--- src/rtl/hazard_pkg.sv ---
// hazard_pkg: shared forward-select codes and MDU sequencer state encoding
package hazard_pkg;
  localparam logic [1:0] FWD_RF = 2'b00;
  localparam logic [1:0] FWD_W = 2'b01;
  localparam logic [1:0] FWD_M = 2'b10;
  typedef enum logic [1:0] {IDLE = 2'd0, BUSY = 2'd1, DONE = 2'd2} mdu_state_t;
endpackage

--- src/rtl/mdu_sequencer.sv ---
// mdu_sequencer: multiply/divide unit occupancy FSM with countdown
// Ports: clock, reset (async, active-high), MduStartE (op issues from EX),
//        state (IDLE/BUSY/DONE), MduBusy (state not IDLE)
module mdu_sequencer
  import hazard_pkg::*;
#(
  parameter int MDU_CYCLES = 32,
  parameter int CNT_W = 6
) (
  input  logic       clock,
  input  logic       reset,
  input  logic       MduStartE,
  output mdu_state_t state,
  output logic       MduBusy
);
  localparam logic [CNT_W-1:0] LOAD = CNT_W'(MDU_CYCLES - 1);
  mdu_state_t state_n;
  logic [CNT_W-1:0] count, count_n;
  logic load;
  // A start seen while BUSY cannot happen (decode is held by mdustall), so it is ignored
  assign load = MduStartE && state != BUSY;
  always_comb begin
    state_n = load ? BUSY : state == BUSY ? (count == '0 ? DONE : BUSY) : IDLE;
    count_n = load ? LOAD : (state == BUSY && count != '0) ? count - CNT_W'(1) : count;
  end
  always_ff @(posedge clock or posedge reset)
    if (reset) begin
      state <= IDLE;
      count <= '0;
    end else begin
      state <= state_n;
      count <= count_n;
    end
  assign MduBusy = state != IDLE;
endmodule

--- src/rtl/hazard_controller.sv ---
// hazard_controller: stall/flush/forward resolution for the 5-stage MIPS pipeline
// Ports: clock, reset (async, active-high); register ids and write/load enables per
//        stage; BranchD, MduStartE, MduUseD, MemWaitM in.  Stall{F,D,E,M}, FlushE,
//        Forward{A,B}E (2b), Forward{A,B}D, MduBusy, Perf{Stall,Flush}Count out.
// Macro HAZARD_PERF_EN: enables saturating stall/flush performance counters;
//        when undefined the counter ports are tied to zero.
module hazard_controller
  import hazard_pkg::*;
#(
  parameter int MDU_CYCLES = 32,
  parameter int CNT_W = 6
) (
  input  logic        clock,
  input  logic        reset,
  input  logic [4:0]  RsD,
  input  logic [4:0]  RtD,
  input  logic [4:0]  RsE,
  input  logic [4:0]  RtE,
  input  logic [4:0]  WriteRegE,
  input  logic [4:0]  WriteRegM,
  input  logic [4:0]  WriteRegW,
  input  logic        RegWriteE,
  input  logic        RegWriteM,
  input  logic        RegWriteW,
  input  logic        MemtoRegE,
  input  logic        MemtoRegM,
  input  logic        BranchD,
  input  logic        MduStartE,
  input  logic        MduUseD,
  input  logic        MemWaitM,
  output logic        StallF,
  output logic        StallD,
  output logic        StallE,
  output logic        StallM,
  output logic        FlushE,
  output logic [1:0]  ForwardAE,
  output logic [1:0]  ForwardBE,
  output logic        ForwardAD,
  output logic        ForwardBD,
  output logic        MduBusy,
  output logic [31:0] PerfStallCount,
  output logic [31:0] PerfFlushCount
);
  mdu_state_t state;
  logic lwstall, brstall, mdustall, stall;
  mdu_sequencer #(.MDU_CYCLES(MDU_CYCLES), .CNT_W(CNT_W)) u_mdu (
    .clock(clock),
    .reset(reset),
    .MduStartE(MduStartE),
    .state(state),
    .MduBusy(MduBusy)
  );
  assign ForwardAE = (RsE != 5'd0 && RegWriteM && WriteRegM == RsE) ? FWD_M :
                     (RsE != 5'd0 && RegWriteW && WriteRegW == RsE) ? FWD_W : FWD_RF;
  assign ForwardBE = (RtE != 5'd0 && RegWriteM && WriteRegM == RtE) ? FWD_M :
                     (RtE != 5'd0 && RegWriteW && WriteRegW == RtE) ? FWD_W : FWD_RF;
  assign ForwardAD = RsD != 5'd0 && RegWriteM && WriteRegM == RsD;
  assign ForwardBD = RtD != 5'd0 && RegWriteM && WriteRegM == RtD;
  assign lwstall = MemtoRegE && (RtE == RsD || RtE == RtD);
  assign brstall = BranchD &&
                   ((RegWriteE && WriteRegE != 5'd0 && (WriteRegE == RsD || WriteRegE == RtD)) ||
                    (MemtoRegM && WriteRegM != 5'd0 && (WriteRegM == RsD || WriteRegM == RtD)));
  assign mdustall = MduUseD && state == BUSY;
  assign stall = lwstall | brstall | mdustall;
  // A memory wait freezes the whole front of the pipe; injecting a bubble then would lose an instruction
  assign StallF = MemWaitM | stall;
  assign StallD = MemWaitM | stall;
  assign StallE = MemWaitM;
  assign StallM = MemWaitM;
  assign FlushE = !MemWaitM && stall;
`ifdef HAZARD_PERF_EN
  always_ff @(posedge clock or posedge reset)
    if (reset) begin
      PerfStallCount <= '0;
      PerfFlushCount <= '0;
    end else begin
      if (StallF && !(&PerfStallCount)) PerfStallCount <= PerfStallCount + 32'd1;
      if (FlushE && !(&PerfFlushCount)) PerfFlushCount <= PerfFlushCount + 32'd1;
    end
`else
  assign PerfStallCount = '0;
  assign PerfFlushCount = '0;
`endif
endmodule

--- config.mk ---
export PLATFORM = sky130hd
export DESIGN_NAME = hazard_controller
export DESIGN_NICKNAME = d
export VERILOG_FILES = /design/src/rtl/hazard_pkg.sv /design/src/rtl/mdu_sequencer.sv /design/src/rtl/hazard_controller.sv
export SDC_FILE = /design/constraint.sdc
export NUM_CORES = 1
export LEC_CHECK = 0
export ABC_AREA = 0
export CAP_MARGIN = 20
export CELL_PAD_IN_SITES_DETAIL_PLACEMENT = 1
export CELL_PAD_IN_SITES_GLOBAL_PLACEMENT = 1
export CORE_ASPECT_RATIO = 1.1
export CORE_MARGIN = 10
export CORE_UTILIZATION = 25
export CTS_BUF_LIST = sky130_fd_sc_hd__clkbuf_8
export DETAILED_ROUTE_END_ITERATION = 16
export PLACE_DENSITY = 0.85
export SETUP_SLACK_MARGIN = 0.15
export SLEW_MARGIN = 25
export SYNTH_ARGS = -nofsm -noshare
export SYNTH_HDL_FRONTEND = slang
export SYNTH_SLANG_ARGS = --single-unit
--- constraint.sdc ---
create_clock -name clock -period 5.2 [get_ports clock]
set_input_delay 1.04 -clock clock [delete_from_list [all_inputs] [get_ports clock]]
set_output_delay 1.04 -clock clock [all_outputs]
set_load 0.1 [all_outputs]
# Word-level counts from Yosys, hierarchy flattened
# Index checks and enable logic that the tools add are counted.
totals:
  mem_bits_rw: 0
  latch_bits: 0
  out_inout_bits: 76
  register_bits: 8
  romBits: 0
  in_bits: 46
  wordCells: 64
  memories: 0
classes:
  n_eq_ne: 12
  magnitude_cmp: 0
  add_sub_neg: 1
  bitwise: 3
  n_reduce_logical: 37
  shift: 0
  div_mod_pow: 0
  mul: 0
  n_mux: 9
op_table:
  columns: ["cell", "n"]
  rows:
  - ["equality test 5 bit", 10]
  - ["nonzero test 5 bit", 6]
  - ["logical AND 1 bit", 22]
  - ["two-way mux 6 bit", 2]
  - ["two-way mux 2 bit", 5]
  - ["logical NOT 6 bit", 1]
  - ["nonzero test 6 bit", 1]
  - ["subtractor 6 x 1 -> 6 bit, second input constant", 1]
  - ["logical OR 1 bit", 4]
  - ["nonzero test 2 bit", 2]
  - ["bitwise OR 1 bit", 3]
  - ["equality test 2 x 1 -> 1 bit, second input constant", 1]
  - ["two-way mux 1 bit", 2]
  - ["!= test 2 x 1 -> 1 bit, second input constant", 1]
  - ["logical NOT 1 bit", 1]

# Longest topological paths before layout
logic_depth:
  word_depth: 8
  depth_mapped: 7
  mapped_depth_nobuf: 7

# Modules after synthesis
# A second synthesis with hierarchy kept.
unflattened:
  hier_cells: 214
  area_unflattened_um2: 1727.9
modules_own_cells:
  columns: ["mod", "n_inst", "area_per_inst_um2", "cells_per_inst", "seq_area_each_um2"]
  rows:
  - ["hazard_controller", 1, 1263.7, 169, 0.0]
  - ["mdu_sequencer", 1, 464.2, 45, 200.2]

# Worst setup path after synthesis
# Ideal clock, no wire load.
synth_path:
  path_type: "input to output"
  startpoint: "input port WriteRegM[2]"
  endpoint: "output port ForwardAE[0]"
  arrival_ps: 6374
  required_time_ps: 4160
  slack_ps: -2214
  stages: 5
  path_buffers: 1
  cell_sequence: "clkbuf_1 -> xnor2_1 -> nand4_1 -> nor4_1 -> nor4_1"
synth_via:
  elab_chain_len: 3
synth_lines:
  columns: ["item", "line", "rtl"]
  rows:
  - ["start, declared", "hazard_controller.sv:20", "input logic [4:0] WriteRegM,"]
  - ["equality test 5 bit", "hazard_controller.sv:53", "assign ForwardAE = (RsE != 5'd0 && RegWriteM && WriteRegM == RsE) ? FWD_M :"]
  - ["logical AND 1 bit", "hazard_controller.sv:53", null]
  - ["two-way mux 2 bit", "hazard_controller.sv:53", null]
  - ["end, declared", "hazard_controller.sv:36", "output logic [1:0] ForwardAE,"]
# Every way passes these cells.

# Worst setup path after layout
layout_path:
  startpoint: "input port RtE[3]"
  endpoint: "output port ForwardBE[0]"
layout_via:
  elab_chain_len: 5
  elab_cells_between_ends: 9
  classes_between: "2 x eq/ne; 2 x mux; 5 x reduce/logical"
layout_lines:
  columns: ["item", "line", "rtl"]
  rows:
  - ["start, declared", "hazard_controller.sv:18", "input logic [4:0] RtE,"]
  - ["nonzero test 5 bit", "hazard_controller.sv:55, hazard_controller.sv:56", null]
  - ["logical AND 1 bit (2 in series)", "hazard_controller.sv:56", "(RtE != 5'd0 && RegWriteW && WriteRegW == RtE) ? FWD_W : FWD_RF;"]
  - ["two-way mux 1 bit", "hazard_controller.sv:56", null]
  - ["two-way mux 2 bit *", "hazard_controller.sv:55", "assign ForwardBE = (RtE != 5'd0 && RegWriteM && WriteRegM == RtE) ? FWD_M :"]
  - ["end, declared", "hazard_controller.sv:37", "output logic [1:0] ForwardBE,"]
# Every way passes the cells marked *; elsewhere a longest branch is shown, timed or not.

==> flow_summary.html <==
<table>
<tr><th>Metric</th><th>Value</th></tr>
<tr><th colspan="2">Yosys</th></tr>
<tr><td>Synthesized netlist cell count</td><td>206</td></tr>
<tr><td>Post-synthesis average cell area</td><td>7.993 µm²</td></tr>
<tr><td>Sequential cell area fraction in the yosys report</td><td>12.16%</td></tr>
<tr><td>Synth warnings</td><td>0</td></tr>
<tr><td>Number of distinct library cell variants in the gate-level netlist after synthesis</td><td>34</td></tr>
<tr><td>Synthesized flop and latch total</td><td>8</td></tr>
<tr><td>Count of flip-flops with a built-in enable after synthesis</td><td>0</td></tr>
<tr><td>Post-Synthesis Cell Area</td><td>0.001647 mm²</td></tr>
<tr><td>Post-synth ARST share</td><td>100.0%</td></tr>
<tr><td>Primary FF master, synth</td><td>dfrtp_1</td></tr>
<tr><th colspan="2">Routing</th></tr>
<tr><td>Routed len/inst</td><td>15.64 µm</td></tr>
<tr><td>Total DRC errors in the routed layout</td><td>0</td></tr>
<tr><td>Number of routed nets with antenna violations</td><td>0</td></tr>
<tr><td>TritonRoute pass-1 iters</td><td>2</td></tr>
<tr><td>Via count normalized by instance count</td><td>4.111</td></tr>
<tr><td>DRC marker count from the first detailed-route iteration</td><td>13</td></tr>
<tr><td>Total wire length after detailed routing</td><td>5.193 mm</td></tr>
<tr><td>Via total after detailed routing</td><td>1,365</td></tr>
<tr><th colspan="2">Floorplan</th></tr>
<tr><td>CORE AREA</td><td>0.006269 mm²</td></tr>
<tr><td>Die X</td><td>97.38 µm</td></tr>
<tr><td>Die Area</td><td>0.01024 mm²</td></tr>
<tr><td>Number of top-level pins</td><td>122</td></tr>
<tr><td>Effective utilization at floorplan</td><td>26.27%</td></tr>
<tr><td>Die Y-Extent</td><td>105.1 µm</td></tr>
<tr><td>Total number of placement rows</td><td>30</td></tr>
<tr><th colspan="2">GRT</th></tr>
<tr><td>Leftover overflow at the end of global routing</td><td>0</td></tr>
<tr><td>Antenna violations before repair</td><td>0</td></tr>
<tr><td>Global-route wire length before repair</td><td>8.197 mm</td></tr>
<tr><td>Pin count of the biggest net entering global routing</td><td>9</td></tr>
<tr><td>Total global-route track usage</td><td>9.248%</td></tr>
<tr><td>Number of global-route vias before repair</td><td>1,581</td></tr>
<tr><th colspan="2">Power</th></tr>
<tr><td>Cell-internal power</td><td>0.1739 mW</td></tr>
<tr><td>Switching power</td><td>0.2973 mW</td></tr>
<tr><td>Share of power burned in registers</td><td>13.3%</td></tr>
<tr><td>Net switching fraction of the power</td><td>63.09%</td></tr>
<tr><td>Combinational share of power</td><td>71.1%</td></tr>
<tr><td>Relative contribution of the clock network to total power</td><td>15.6%</td></tr>
<tr><td>P_leak</td><td>0.8216 nW</td></tr>
<tr><td>Worst vdd rail ir drop</td><td>92.37 µV</td></tr>
<tr><td>Power density over the cells</td><td>231.6 mW/mm²</td></tr>
<tr><th colspan="2">Hold path</th></tr>
<tr><td>Min-Delay Path Depth</td><td>2</td></tr>
<tr><td>Path class of the lowest-slack min-delay path</td><td>reg -&gt; reg</td></tr>
<tr><td>Startpoint of the most critical hold path</td><td>u_mdu.count[1]$_DFFE_PP0P_</td></tr>
<tr><th colspan="2">Setup path</th></tr>
<tr><td>CP Capture Type</td><td>primary output</td></tr>
<tr><td>Origin of the critical flop-to-flop path</td><td>u_mdu.count[0]$_DFFE_PP0P_</td></tr>
<tr><td>Required time worst endpoint</td><td>4.16 ns</td></tr>
<tr><td>Data arrival, critical path</td><td>3.03 ns</td></tr>
<tr><td>Slowest cell on the critical path</td><td>clkdlybuf4s50_1</td></tr>
<tr><td>Critical Path Fanout Max</td><td>5</td></tr>
<tr><td>Worst-case reg-to-reg path depth</td><td>7</td></tr>
<tr><td>Worst setup path start</td><td>RtE[3]</td></tr>
<tr><td>Delay of the slowest cell on the worst path</td><td>0.58 ns</td></tr>
<tr><td>Startpoint type of the worst setup path</td><td>input pin</td></tr>
<tr><td>CP cell instances</td><td>clkdlybuf4s50_1, or4_4, nor2_4, nor4_4, nor4_2, buf_4</td></tr>
<tr><td>Critical path class</td><td>in -&gt; out</td></tr>
<tr><th colspan="2">Placement</th></tr>
<tr><td>Number of placed instances with taps included</td><td>329</td></tr>
<tr><td>DP Wirelength</td><td>4.629 mm</td></tr>
<tr><td>Total of buffers placed on input and output ports</td><td>57</td></tr>
<tr><td>GPL Wtd Cong</td><td>0.7766</td></tr>
<tr><th colspan="2">Clock network</th></tr>
<tr><td>Insertion delay to the later sink of the worst-skew pair</td><td>0.22 ns</td></tr>
<tr><td>Number of buffers added for setup after CTS</td><td>0</td></tr>
<tr><td>CTS tree</td><td>built</td></tr>
<tr><td>Clock edge transition at the registers on the reported setup and hold paths</td><td>0.04 ns</td></tr>
<tr><td>Post_cts resized</td><td>0</td></tr>
<tr><td>Clock sink count</td><td>8</td></tr>
<tr><td>Hold-fix buffer count after cts</td><td>0</td></tr>
<tr><td>Maximum clock insertion buffer count</td><td>2</td></tr>
<tr><td>Total clock buffers created by CTS</td><td>3</td></tr>
<tr><td>Clock tree root driver cell</td><td>clkbuf_8</td></tr>
<tr><td>Clock H-tree levels</td><td>1</td></tr>
<tr><th colspan="2">Job</th></tr>
<tr><td>Max cap viols</td><td>0</td></tr>
<tr><th colspan="2">Layout</th></tr>
<tr><td>Fin nets</td><td>301</td></tr>
<tr><td>Diodes inserted</td><td>0</td></tr>
<tr><td>Final standard cell count with taps included and fillers excluded</td><td>332</td></tr>
<tr><td>Fraction of final layout cells sized beyond drive strength 1</td><td>7.937%</td></tr>
<tr><td>Area added between synthesis and finish</td><td>23.56%</td></tr>
<tr><th colspan="2">STA</th></tr>
<tr><td>Unrepaired setup endpoints after global routing</td><td>no</td></tr>
<tr><td>Final setup TNS</td><td>0 ns</td></tr>
<tr><td>Worst Tran Pin Value</td><td>0.9803 ns</td></tr>
<tr><td>Final setup violating endpoints</td><td>0</td></tr>
<tr><td>Number of endpoints with negative hold slack in the final report</td><td>0</td></tr>
<tr><td>Final critical delay including setup and external delays</td><td>4.067 ns</td></tr>
<tr><td>Fmax</td><td>245.9 MHz</td></tr>
<tr><td>Final-report max-slew violation count</td><td>0</td></tr>
<tr><td>Worst slew slack as a fraction of its limit</td><td>34.44%</td></tr>
<tr><td>Ratio of final minimum period to clock period</td><td>78.21%</td></tr>
<tr><td>Post-Route Skew</td><td>0.003262 ns</td></tr>
<tr><th colspan="2">Status</th></tr>
<tr><td>Run status</td><td>completed</td></tr>
</table>
==> power groups by stage <==
stage | clock, mW | combinational (mW) | sequential [mW]
2_1_floorplan | 0 | 0.317 | 0.0634
3_3_place_gp | 0 | 0.330 | 0.0634
3_5_place_dp | 0 | 0.333 | 0.0634
4_1_cts | 0.0760 | 0.333 | 0.0625
5_1_grt | 0.0805 | 0.347 | 0.0624
6_report | 0.0736 | 0.335 | 0.0625
==> through the flow <==
| stage | setup WS [ns] | total power, mW | utilization [%] | hold slack (ns) | area [µm²] |
|---|---|---|---|---|---|
| after floorplan | 0.3858 | 0.3804 | - | 0.4797 | 1913 |
| after global placement | 1.199 | 0.3937 | 31.80 | 0.4982 | 1993 |
| after detailed placement | 1.132 | 0.3959 | 31.80 | 0.5305 | 1993 |
| after CTS | 1.123 | 0.4716 | 32.46 | 0.5405 | 2034 |
| after global routing | 0.9593 | 0.4896 | 32.46 | 0.5719 | 2034 |
| final | 1.133 | 0.4712 | 32.46 | 0.5342 | 2034 |
==> state kept, by name, summed over array words and instances, names as in the netlist <==
signal,cells
u_mdu.count,6
u_mdu.state,2
==> placed cells by master (no fill, tap or decap), types with 2 or more instances in the layout <==
master	n
nand3_1	4
or4_1	2
inv_1	3
o211ai_1	2
nor3_1	5
nor4_1	3
o311a_1	2
xor2_1	16
or3_1	4
clkdlybuf4s50_1	48
nand4_1	4
nand2b_1	2
a31oi_1	2
o2111ai_1	2
buf_4	9
nor2_1	6
conb_1	64
nor4_2	2
nand2_1	12
dfrtp_1	8
nor4_4	2
xnor2_1	37
clkbuf_8	3
==> critical path: cells and delay by family <==
family / cells / cell delay (ns)
buffers and inverters: 2 / 0.92
AND/OR/NAND/NOR: 4 / 1.06
==> logic make-up after synthesis <==
kind of cell	share of synthesized area [%]
fa+ha+maj	0.7598
compound gates	5.775
xor+xnor	28.19
flops	12.16
simple gates	17.70
other cells	0.2277
buf+inv	35.18
==> synthesized netlist by cell type (2+ instances only) <==
| cell | number | share of area (%) |
|---|---|---|
| buf_2 | 3 | 0.91 |
| dfrtp_1 | 8 | 12 |
| or3_1 | 4 | 1.5 |
| nor4_1 | 5 | 1.9 |
| buf_4 | 67 | 31 |
| inv_1 | 3 | 0.68 |
| nor2_1 | 6 | 1.4 |
| xor2_1 | 16 | 8.5 |
| nand4_1 | 4 | 1.5 |
| nor4_2 | 2 | 1.5 |
| clkbuf_1 | 5 | 1.1 |
| o311a_1 | 2 | 1.2 |
| nand2_1 | 12 | 2.7 |
| o211ai_1 | 2 | 0.91 |
| nand2b_1 | 2 | 0.76 |
| or4_1 | 2 | 0.91 |
| nand3_1 | 4 | 1.2 |
| o2111ai_1 | 2 | 1.1 |
| xnor2_1 | 37 | 20 |
| a31oi_1 | 2 | 0.76 |
| nor3_1 | 5 | 1.5 |
==> path summary, 6_finish.rpt <==
path | end | slack [ns]
worst min register to register | u_mdu.count[1]$_DFFE_PP0P_ | 0.53
worst min-delay path | u_mdu.count[1]$_DFFE_PP0P_ | 0.53
worst max-delay path | ForwardBE[0] | 1.13
max in group asynchronous | u_mdu.count[4]$_DFFE_PP0P_ | 3.90
min in group asynchronous | u_mdu.count[0]$_DFFE_PP0P_ | 1.06
worst max register to register | u_mdu.count[5]$_DFFE_PP0P_ | 3.62
==> final cells by class <==
cell class                 count  area (µm²)
clock buffer                   3       41.29
inverter                       3       11.26
sequential                     8       200.2
tap                           80       100.1
timing repair buffer          57       548.0
multi-input combinational    181        1134
fill                         779        4234
==> layer usage <==
layer  GRT usage (%)  wire length (µm)
met5               0                 0
met4           2.183                48
met3           1.976               341
met2           15.85              2466
met1           11.44              2337
No activity file was read; power rests on OpenSTA's default activity.
